--- src/rtl/mdu_ctrl_pkg.sv ---
// Shared types for the iterative multiply/divide unit: operation codes,
// controller states and small decode helpers.
package mdu_ctrl_pkg;

    localparam int unsigned WORD_W  = 32;
    localparam int unsigned MDUOP_W = 3;

    typedef enum logic [MDUOP_W-1:0] {
        MDU_NOP   = 3'd0,
        MDU_MULT  = 3'd1,
        MDU_MULTU = 3'd2,
        MDU_DIV   = 3'd3,
        MDU_DIVU  = 3'd4,
        MDU_MTHI  = 3'd5,
        MDU_MTLO  = 3'd6
    } mdu_op_e;

    typedef enum logic [1:0] {
        MDU_S_IDLE = 2'd0,
        MDU_S_CALC = 2'd1,
        MDU_S_FIX  = 2'd2
    } mdu_state_e;

    function automatic logic op_is_signed(input logic [MDUOP_W-1:0] op);
        return (op == MDU_MULT) || (op == MDU_DIV);
    endfunction

    function automatic logic op_is_div(input logic [MDUOP_W-1:0] op);
        return (op == MDU_DIV) || (op == MDU_DIVU);
    endfunction

endpackage

--- src/rtl/mdu_ctrl_if.sv ---
// Issue/result bundle between the EX stage and the multiply/divide unit.
interface mdu_ctrl_if #(
    parameter int unsigned W = mdu_ctrl_pkg::WORD_W
);
    logic                               start;
    logic [mdu_ctrl_pkg::MDUOP_W-1:0]   mdu_op;
    logic [W-1:0]                       op1;
    logic [W-1:0]                       op2;
    logic                               cancel;
    logic                               busy;
    logic                               done;
    logic [W-1:0]                       hi;
    logic [W-1:0]                       lo;

    modport master (
        output start, mdu_op, op1, op2, cancel,
        input  busy, done, hi, lo
    );

    modport slave (
        input  start, mdu_op, op1, op2, cancel,
        output busy, done, hi, lo
    );
endinterface

--- src/rtl/mdu_ctrl_step.sv ---
// One combinational iteration: shift-add multiply step or restoring divide
// step on a shared 2W-bit accumulator {upper, lower}.
module mdu_step #(
    parameter int unsigned W = 32
) (
    input  logic [2*W-1:0] acc_i,
    input  logic [W-1:0]   opnd_i,
    input  logic           is_div_i,
    output logic [2*W-1:0] acc_o
);

    logic [W:0] sum;
    logic [W:0] part_rem;
    logic [W:0] diff;

    always_comb begin
        // Multiply: lower half holds the remaining multiplier bits; the carry
        // out of the add becomes the new MSB as the pair shifts right.
        sum = {1'b0, acc_i[2*W-1:W]} + (acc_i[0] ? {1'b0, opnd_i} : '0);

        // Divide: shift the remainder/dividend pair left into a W+1 bit
        // partial remainder and keep the trial subtraction if it stays positive.
        part_rem = acc_i[2*W-1:W-1];
        diff     = part_rem - {1'b0, opnd_i};

        if (is_div_i) begin
            if (diff[W]) begin
                acc_o = {part_rem[W-1:0], acc_i[W-2:0], 1'b0};
            end else begin
                acc_o = {diff[W-1:0], acc_i[W-2:0], 1'b1};
            end
        end else begin
            acc_o = {sum, acc_i[W-1:1]};
        end
    end

endmodule

--- src/rtl/mdu_ctrl.sv ---
// Multiply/divide controller: owns HI/LO, sequences 32 iterations through
// mdu_step, applies sign correction and handles MTHI/MTLO and cancel.
module mdu_ctrl
    import mdu_ctrl_pkg::*;
#(
    parameter int unsigned W     = WORD_W,
    parameter int unsigned CNT_W = 5
) (
    input logic         clk,
    input logic         rst_n,
    mdu_ctrl_if.slave   bus
);

    mdu_state_e       state_q, state_d;
    logic [CNT_W-1:0] cnt_q, cnt_d;
    logic [2*W-1:0]   acc_q, acc_d;
    logic [W-1:0]     opnd_q, opnd_d;
    logic             is_div_q, is_div_d;
    logic             neg_q, neg_d;
    logic             rneg_q, rneg_d;
    logic             dz_q, dz_d;
    logic             done_q, done_d;
    logic [W-1:0]     hi_q, hi_d;
    logic [W-1:0]     lo_q, lo_d;

    logic [2*W-1:0]   acc_step;
    logic             op_signed, op_div;
    logic             a_neg, b_neg;
    logic [W-1:0]     a_abs, b_abs;
    logic [2*W-1:0]   prod;
    logic [W-1:0]     quo, rem;

    mdu_step #(.W(W)) u_step (
        .acc_i    (acc_q),
        .opnd_i   (opnd_q),
        .is_div_i (is_div_q),
        .acc_o    (acc_step)
    );

    always_comb begin
        op_signed = op_is_signed(bus.mdu_op);
        op_div    = op_is_div(bus.mdu_op);
        a_neg     = op_signed & bus.op1[W-1];
        b_neg     = op_signed & bus.op2[W-1];
        a_abs     = a_neg ? (~bus.op1 + 1'b1) : bus.op1;
        b_abs     = b_neg ? (~bus.op2 + 1'b1) : bus.op2;
        prod      = acc_q;
        quo       = acc_q[W-1:0];
        rem       = acc_q[2*W-1:W];
    end

    always_comb begin
        state_d  = state_q;
        cnt_d    = cnt_q;
        acc_d    = acc_q;
        opnd_d   = opnd_q;
        is_div_d = is_div_q;
        neg_d    = neg_q;
        rneg_d   = rneg_q;
        dz_d     = dz_q;
        hi_d     = hi_q;
        lo_d     = lo_q;
        done_d   = 1'b0;

        case (state_q)
            MDU_S_IDLE: begin
                if (bus.start && !bus.cancel) begin
                    case (bus.mdu_op)
                        MDU_MTHI: hi_d = bus.op1;
                        MDU_MTLO: lo_d = bus.op1;
                        MDU_MULT, MDU_MULTU, MDU_DIV, MDU_DIVU: begin
                            is_div_d = op_div;
                            neg_d    = a_neg ^ b_neg;
                            rneg_d   = a_neg;
                            cnt_d    = '0;
                            // Divide by zero bypasses CALC; the raw dividend
                            // rides in the accumulator so FIX can place it in HI.
                            if (op_div && (bus.op2 == '0)) begin
                                dz_d    = 1'b1;
                                acc_d   = {{W{1'b0}}, bus.op1};
                                state_d = MDU_S_FIX;
                            end else begin
                                dz_d    = 1'b0;
                                opnd_d  = op_div ? b_abs : a_abs;
                                acc_d   = {{W{1'b0}}, (op_div ? a_abs : b_abs)};
                                state_d = MDU_S_CALC;
                            end
                        end
                        default: ;
                    endcase
                end
            end

            MDU_S_CALC: begin
                if (bus.cancel) begin
                    state_d = MDU_S_IDLE;
                end else begin
                    acc_d = acc_step;
                    cnt_d = cnt_q + CNT_W'(1);
                    if (cnt_q == CNT_W'(W-1)) begin
                        state_d = MDU_S_FIX;
                    end
                end
            end

            MDU_S_FIX: begin
                state_d = MDU_S_IDLE;
                if (!bus.cancel) begin
                    done_d = 1'b1;
                    if (dz_q) begin
                        lo_d = '1;
                        hi_d = acc_q[W-1:0];
                    end else if (is_div_q) begin
                        lo_d = neg_q  ? (~quo + 1'b1) : quo;
                        hi_d = rneg_q ? (~rem + 1'b1) : rem;
                    end else begin
                        {hi_d, lo_d} = neg_q ? (~prod + 1'b1) : prod;
                    end
                end
            end

            default: state_d = MDU_S_IDLE;
        endcase
    end

    always_ff @(posedge clk or negedge rst_n) begin
        if (!rst_n) begin
            state_q  <= MDU_S_IDLE;
            cnt_q    <= '0;
            acc_q    <= '0;
            opnd_q   <= '0;
            is_div_q <= 1'b0;
            neg_q    <= 1'b0;
            rneg_q   <= 1'b0;
            dz_q     <= 1'b0;
            done_q   <= 1'b0;
            hi_q     <= '0;
            lo_q     <= '0;
        end else begin
            state_q  <= state_d;
            cnt_q    <= cnt_d;
            acc_q    <= acc_d;
            opnd_q   <= opnd_d;
            is_div_q <= is_div_d;
            neg_q    <= neg_d;
            rneg_q   <= rneg_d;
            dz_q     <= dz_d;
            done_q   <= done_d;
            hi_q     <= hi_d;
            lo_q     <= lo_d;
        end
    end

    assign bus.busy = (state_q != MDU_S_IDLE);
    assign bus.done = done_q;
    assign bus.hi   = hi_q;
    assign bus.lo   = lo_q;

endmodule

--- src/flat_wrapper.sv ---
// flat-port wrapper written by rule: the top's interface ports become plain ports
module mdu_ctrl_flat import mdu_ctrl_pkg::*;
#(
    parameter int unsigned W     = WORD_W,
    parameter int unsigned CNT_W = 5
)
  (clk, rst_n, bus_start, bus_mdu_op, bus_op1, bus_op2, bus_cancel, bus_busy, bus_done, bus_hi, bus_lo);
  mdu_ctrl_if #(.W(W)) bus_i ();
  input logic clk;
  input logic rst_n;
  input wire logic [$bits(bus_i.start)-1:0] bus_start;
  input wire logic [$bits(bus_i.mdu_op)-1:0] bus_mdu_op;
  input wire logic [$bits(bus_i.op1)-1:0] bus_op1;
  input wire logic [$bits(bus_i.op2)-1:0] bus_op2;
  input wire logic [$bits(bus_i.cancel)-1:0] bus_cancel;
  output wire logic [$bits(bus_i.busy)-1:0] bus_busy;
  output wire logic [$bits(bus_i.done)-1:0] bus_done;
  output wire logic [$bits(bus_i.hi)-1:0] bus_hi;
  output wire logic [$bits(bus_i.lo)-1:0] bus_lo;
  assign bus_i.start = bus_start;
  assign bus_i.mdu_op = bus_mdu_op;
  assign bus_i.op1 = bus_op1;
  assign bus_i.op2 = bus_op2;
  assign bus_i.cancel = bus_cancel;
  assign bus_busy = bus_i.busy;
  assign bus_done = bus_i.done;
  assign bus_hi = bus_i.hi;
  assign bus_lo = bus_i.lo;
  mdu_ctrl #(.W(W), .CNT_W(CNT_W)) u_core (.clk(clk), .rst_n(rst_n), .bus(bus_i));
endmodule
--- config.mk ---
export PLATFORM = sky130hd
export DESIGN_NAME = mdu_ctrl_flat
export DESIGN_NICKNAME = d
export VERILOG_FILES = /design/src/rtl/mdu_ctrl_pkg.sv /design/src/rtl/mdu_ctrl_if.sv /design/src/rtl/mdu_ctrl_step.sv /design/src/rtl/mdu_ctrl.sv /design/src/flat_wrapper.sv
export SDC_FILE = /design/constraint.sdc
export NUM_CORES = 1
export LEC_CHECK = 0
export CAP_MARGIN = 40
export CORE_MARGIN = 2
export CORE_UTILIZATION = 40
export CTS_BUF_LIST = sky130_fd_sc_hd__clkbuf_8
export CTS_CLUSTER_DIAMETER = 80
export CTS_CLUSTER_SIZE = 8
export DETAILED_ROUTE_END_ITERATION = 6
export GPL_ROUTABILITY_DRIVEN = 1
export GPL_TIMING_DRIVEN = 0
export SYNTH_ARGS = -nofsm -noshare
export SYNTH_HDL_FRONTEND = slang
export SYNTH_SLANG_ARGS = --single-unit
--- constraint.sdc ---
create_clock -name clk -period 5.9 [get_ports clk]
set_clock_uncertainty 0.15 [all_clocks]
set_input_delay 0.885 -clock clk [delete_from_list [all_inputs] [get_ports clk]]
set_output_delay 0.885 -clock clk [all_outputs]
set_load 0.02 [all_outputs]
# After elaboration in Yosys (flattened, before gate mapping)
# Index checks and enable logic that the tools add are counted.
[word_totals]
out_inout_bits = 66
wordCells = 101
regBits = 172
[classes]
n_addsub = 8
mux = 40
n_eq_ne = 16
n_reduce_logical = 17
bitwise = 9
[ops]
columns = ["op", "n"]
rows = [
  ["32-bit 2-to-1 mux", 18],
  ["64-bit 2-to-1 mux", 6],
  ["32-bit by 1-bit adder with 32-bit output (second input constant)", 4],
  ["32-bit inverter", 4],
  ["32-bit one-hot mux with 2 select lines", 2],
  ["64-bit one-hot mux with 2 select lines", 1],
  ["64-bit by 1-bit adder with 64-bit output (second input constant)", 1],
  ["64-bit inverter", 1],
  ["32-bit by 33-bit adder with 33-bit output", 1],
  ["33-bit by 32-bit subtractor with 33-bit output", 1],
  ["32-bit logical NOT", 1],
  ["4-bit AND reduction", 4],
  ["5-bit 2-to-1 mux", 3],
  ["2-bit 2-to-1 mux", 5],
  ["2-bit inequality test (second input constant)", 5],
  ["5-bit one-hot mux with 2 select lines", 1],
  ["3-bit == test (second input constant)", 3],
  ["3-bit by 2-bit == test with 1-bit output (second input constant)", 2],
  ["3-bit AND reduction", 2],
  ["2-bit nonzero test", 3],
  ["5-bit by 1-bit adder with 5-bit output (second input constant)", 1],
  ["5-bit == test (second input constant)", 1],
  ["2-bit one-hot mux with 2 select lines", 1],
  ["4-bit OR reduction", 1],
  ["13 further kinds", 18],
]

# Logic depth before layout (Yosys ltp)
[logic_depth]
depth_word = 9
depth_mapped = 15
mapped_depth_nobuf = 13

# By module
# A second synthesis with hierarchy kept.
[hier_totals]
cells_unflattened = 2089
area_unflattened_um2 = 16368.2
[modules_own_cells]
columns = ["mod", "seq_area_each_um2", "instances", "cells_each", "area_per_inst_um2"]
rows = [
  ["mdu_ctrl", 4304.1, 1, 1426, 11777.5],
  ["mdu_step", 0.0, 1, 663, 4590.7],
]

# Worst setup path after synthesis
# No wires, ideal clock.
[synth_timing]
path_type = "flip-flop to flip-flop"
startpoint = "register u_core.acc_q[31]"
endpoint = "register u_core.acc_q[56]"
synth_period_minus_slack_ns = 3.332
arrival_ns = 3.040
slack_ns = 2.568
stages_incl_launch_ff = 16
path_cell_list = "dfrtp_1 -> clkbuf_1 -> inv_1 -> ha_1 -> fa_1 -> nor2b_1 -> o2111ai_1 -> nand4bb_1 -> nand3_1 -> a31oi_1 -> a21oi_1 -> xnor2_1 -> buf_4 -> buf_4 -> mux2i_1 -> o221ai_1"
[synth_between]
elab_chain_cells = 5
[synth_rtl]
columns = ["item", "line_no", "rtl"]
rows = [
  ["start: declaration", "mdu_ctrl.sv:16", "logic [2*W-1:0] acc_q, acc_d;"],
  ["start signal: assignment", "mdu_ctrl.sv:130", "acc_q <= '0;"],
  ["start signal: assignment", "mdu_ctrl.sv:142", "acc_q <= acc_d;"],
  ["33-bit by 32-bit subtractor with 33-bit output", "mdu_ctrl_step.sv:24", "diff = part_rem - {1'b0, opnd_i};"],
  ["64-bit 2-to-1 mux", "mdu_ctrl_step.sv:27", "if (diff[W]) begin"],
  ["64-bit 2-to-1 mux", "mdu_ctrl_step.sv:26", "if (is_div_i) begin"],
  ["64-bit 2-to-1 mux", "mdu_ctrl.sv:95", "if (bus.cancel) begin"],
  ["64-bit one-hot mux with 2 select lines", "mdu_ctrl.sv:65", "case (state_q)"],
]
# No other way between the ends. The select of a mux whose other input is x is not followed.
# A chain may end at the register's enable or synchronous reset.

# Final worst setup path
[layout_timing]
startpoint = "register u_core.acc_q[31]"
endpoint = "register u_core.acc_q[43]"
# Same word-level chain as after synthesis.

==> summary.txt <==
GRT
  – Tot GR Track Use: 35.6%
  – Routing usage on met3: 6.01%
  – M2 GR Usage: 51.9%
  – Global routing's busiest layer: met2
  – Met1 usage: 51.8%
  – Largest net degree at the start of global routing: 89
  – First-pass GRT wire length: 110 mm
  – GRT overflow: 0
  – Vias in the first global route: 16200
  – Antenna violations before repair: 1

Power
  – Leak Pwr: 7.48 nW
  – Max VDD drop: 0.316 mV
  – Pwr dens: 543 mW/mm2

Timing
  – Final period util: 86.2%
  – Clock period minus worst slack: 5.08 ns
  – Least-Margin Pin Slew: 0.989 ns
  – Setup_tns: 0 ns
  – Final hold violations: 0
  – RSZ-0062 raised after global routing: false
  – Hold_ws: 0.214 ns
  – F_max: 197 MHz
  – Fin. max-slew vios: 0
  – # setup viols final: 0
  – Slew headroom: 33.9%

CTS
  – Clock Path Buffers: 2
  – Clock latency on the worst-skew pair: 0.52 ns
  – CTS tree: yes
  – H-tree levels: 4
  – Post-CTS Hold Fix Bufs: 0
  – Post-CTS Setup Bufs: 0
  – Reg clk slew, reported paths: 0.11 ns
  – Post-cts sizing count: 0
  – CTS Buf Count: 17
  – Clk root buf: clkbuf_8
  – Total clock sinks: 172

Critical path
  – Worst setup SP type: flop
  – CP Max Fanout: 10
  – Cell chain of the critical path: clkbuf_1 -> inv_1 -> ha_1 -> fa_1 -> nor2b_1 -> o2111ai_1 -> nand4bb_1 -> nand3_1 -> a31oi_1 -> a21oi_1 -> xnor2_1 -> buf_4 -> buf_2 -> nand2_1 -> o221ai_1
  – Worst r2r dst: u_core.acc_q[43]
  – Slowest-stage cell, CP: a31oi_1
  – Reg2reg path depth: 15
  – FF-to-FF Start: u_core.acc_q[31]
  – Critical path class: flop to flop
  – CP arrival: 5.37 ns
  – Critical Path Sink Type: flop
  – Reg2Reg Setup Slack: 0.82 ns
  – CP max stage delay: 0.69 ns
  – Data required time at the worst endpoint: 6.18 ns

Synthesis
  – Syn Area/Cell: 7.70 um2
  – Number of synthesis warnings: 0
  – Mapped Cells: 2077
  – Synth top area cells: dfrtp_1 (27%), o21ai_0 (6.5%), xnor2_1 (5.9%)
  – Post-synth EDFFs: 0
  – Synth cell types: 84
  – Register area share after synthesis: 26.9%
  – Top_reg_cell synth: dfrtp_1
  – Syn_nets: 2220
  – Synth area leader: dfrtp_1
  – Synth top area share: 26.9%
  – Async SR Flop Fraction: 100%
  – Register bit total from synthesis: 172
  – Post-synthesis cell area: 0.0160 mm2

Finish
  – P&R area growth vs syn: 14.8%
  – Final instance area: 0.0183 mm2
  – Nets: 2369
  – Fill cells: 4073
  – Fraction of final layout cells sized beyond drive strength 1: 3.53%
  – FF+latch area: 0.00430 mm2
  – Area of the multi-input gates: 0.0108 mm2

Drt
  – Wire per inst: 26.8 um
  – Residual DRC count: 1
  – DR pass1 iterations: 7
  – DRT antenna net count: 0
  – Via count of the routed design: 17400
  – Routed Wire Length: 74.1 mm
  – Vias per inst: 6.31
  – Initial DRC count: 2062

Die
  – Core area: 0.0395 mm2
  – Std-Cell Rows: 73
  – Top-Level Pins: 137
  – Die ar.: 0.0416 mm2
  – Die H: 204 um
  – Initial Util: 40.4%
  – Die Wd: 204 um

Job
  – Max Cap Viol: 0

Placed design
  – Area after DPL: 0.0180 mm2
  – Placer Congestion: 0.988
  – Detailed Place HPWL: 59.2 mm
  – Input/output buffers: 126

Hold path
  – Min-delay worst type: input port to asynchronous set/reset pin

Run status
  – Status: finished with violations
  – Failing checks: DRC
## placed cells by master (no fill, tap or decap), types with 8 or more instances in the layout
cell type,n
clkbuf_1,137
xor2_1,66
o221ai_1,13
nor3_1,45
nor2_1,166
clkbuf_8,18
a21o_1,30
and2_1,16
nand3_1,31
a31oi_1,26
buf_1,9
a22oi_1,20
inv_1,59
a211oi_1,30
nor2b_1,27
ha_1,70
mux2i_1,62
nand2_1,211
o21ai_0,208
o21a_1,16
o211ai_1,31
o22ai_1,42
nand4_1,12
o21ai_1,18
or4_1,12
a21oi_1,154
or3_1,23
nand2b_1,18
xnor2_1,107
clkdlybuf4s50_1,125
a22o_1,11
nor4_1,17
a221oi_1,16
or2_2,8
dfrtp_1,172
buf_2,11
o31ai_1,38
and3_1,34
o41ai_1,8
## Yosys cell counts (all sizes together) (6+ instances only)
| cell | number |
|---|---|
| a211oi | 30 |
| a21o | 31 |
| a21oi | 155 |
| a221oi | 16 |
| a22o | 11 |
| a22oi | 20 |
| a311oi | 6 |
| a31oi | 26 |
| and2 | 17 |
| and3 | 34 |
| buf | 25 |
| clkbuf | 137 |
| dfrtp | 172 |
| ha | 70 |
| inv | 58 |
| mux2i | 62 |
| nand2 | 211 |
| nand2b | 18 |
| nand3 | 31 |
| nand3b | 6 |
| nand4 | 12 |
| nor2 | 166 |
| nor2b | 27 |
| nor3 | 45 |
| nor3b | 6 |
| nor4 | 21 |
| o211ai | 31 |
| o21a | 16 |
| o21ai | 226 |
| o21bai | 6 |
| o221ai | 13 |
| o22ai | 42 |
| o31ai | 38 |
| o41ai | 9 |
| or2 | 9 |
| or3 | 23 |
| or4 | 14 |
| xnor2 | 107 |
| xor2 | 66 |
## through the flow
step / power (mW) / setup slack [ns] / utilization, % / cells
5_1_grt: 10.6 / 0.690 / 46.4 / 2762
3_3_place_gp: 8.86 / -3.81 / 45.3 / 2728
3_5_place_dp: 8.90 / 1.02 / 45.4 / 2732
6_report: 9.97 / 0.817 / 46.4 / 2763
4_1_cts: 9.80 / 0.992 / 46.4 / 2762
2_1_floorplan: 6.46 / 2.57 / - / 2077
## registers in the layout, summed over array words and instances, names as in the netlist
name             flops
u_core.state_q       2
u_core.rneg_q        1
u_core.opnd_q       32
u_core.bus.hi       32
u_core.bus.done      1
u_core.cnt_q         5
u_core.is_div_q      1
u_core.acc_q        64
u_core.neg_q         1
u_core.dz_q          1
u_core.bus.lo       32
## worst max-delay path by stage
stage                                start                to  slack, ns  cells past startpoint
after floorplan           u_core.acc_q[31]  u_core.acc_q[56]       2.57                     15
after global placement               rst_n  u_core.acc_q[41]      -3.81                      1
after detailed placement  u_core.acc_q[31]  u_core.acc_q[43]       1.02                     15
after CTS                 u_core.acc_q[31]  u_core.acc_q[55]       0.99                     15
after global routing      u_core.acc_q[31]  u_core.acc_q[43]       0.69                     15
final                     u_core.acc_q[31]  u_core.acc_q[43]       0.82                     15
## worst max-delay path: cells and delay by family, from the launching register on
kind / cells / cell delay, ns
AO/OA/AOI/OAI: 4 / 1.33
adder cells (fa/ha/maj): 2 / 0.70
buffers and inverters: 4 / 1.31
XOR/XNOR: 1 / 0.23
flip-flops: 1 / 0.34
AND/OR/NAND/NOR: 4 / 0.95
## power by group
group | total, mW | switching [mW] | internal (mW)
sequential | 2.23 | 0.569 | 1.66
combinational | 6.85 | 4.35 | 2.50
clock | 0.895 | 0.507 | 0.388
total | 9.97 | 5.43 | 4.54
## layout make-up
type,count,area share [%]
Antenna cell,1,0.0136
Buffer,162,3.57
Clock buffer,18,1.35
Clock inverter,12,0.750
Inverter,59,1.21
Multi-Input combinational cell,1684,58.9
Sequential cell,172,23.5
Tap cell,525,3.58
Timing Repair Buffer,130,7.16
## logic make-up after synthesis
| family | after synthesis | share of synthesized area [%] |
|---|---|---|
| adders and majority gates | 72 | 5.73 |
| and+or+nand+nor | 652 | 19.9 |
| DFF | 172 | 26.9 |
| AOI/OAI and AO/OA | 722 | 28.4 |
| buffers and inverters | 221 | 5.48 |
| muxes | 65 | 4.09 |
| xor gates and xnor gates | 173 | 9.48 |
## layer usage
layer,part of all wire (%),vias to the layer above
met5,0.018,-
met2,41,927
met3,9.3,124
met4,4.2,2
met1,45,8503
li1,-,7888
(Power assumes the default switching activity.)
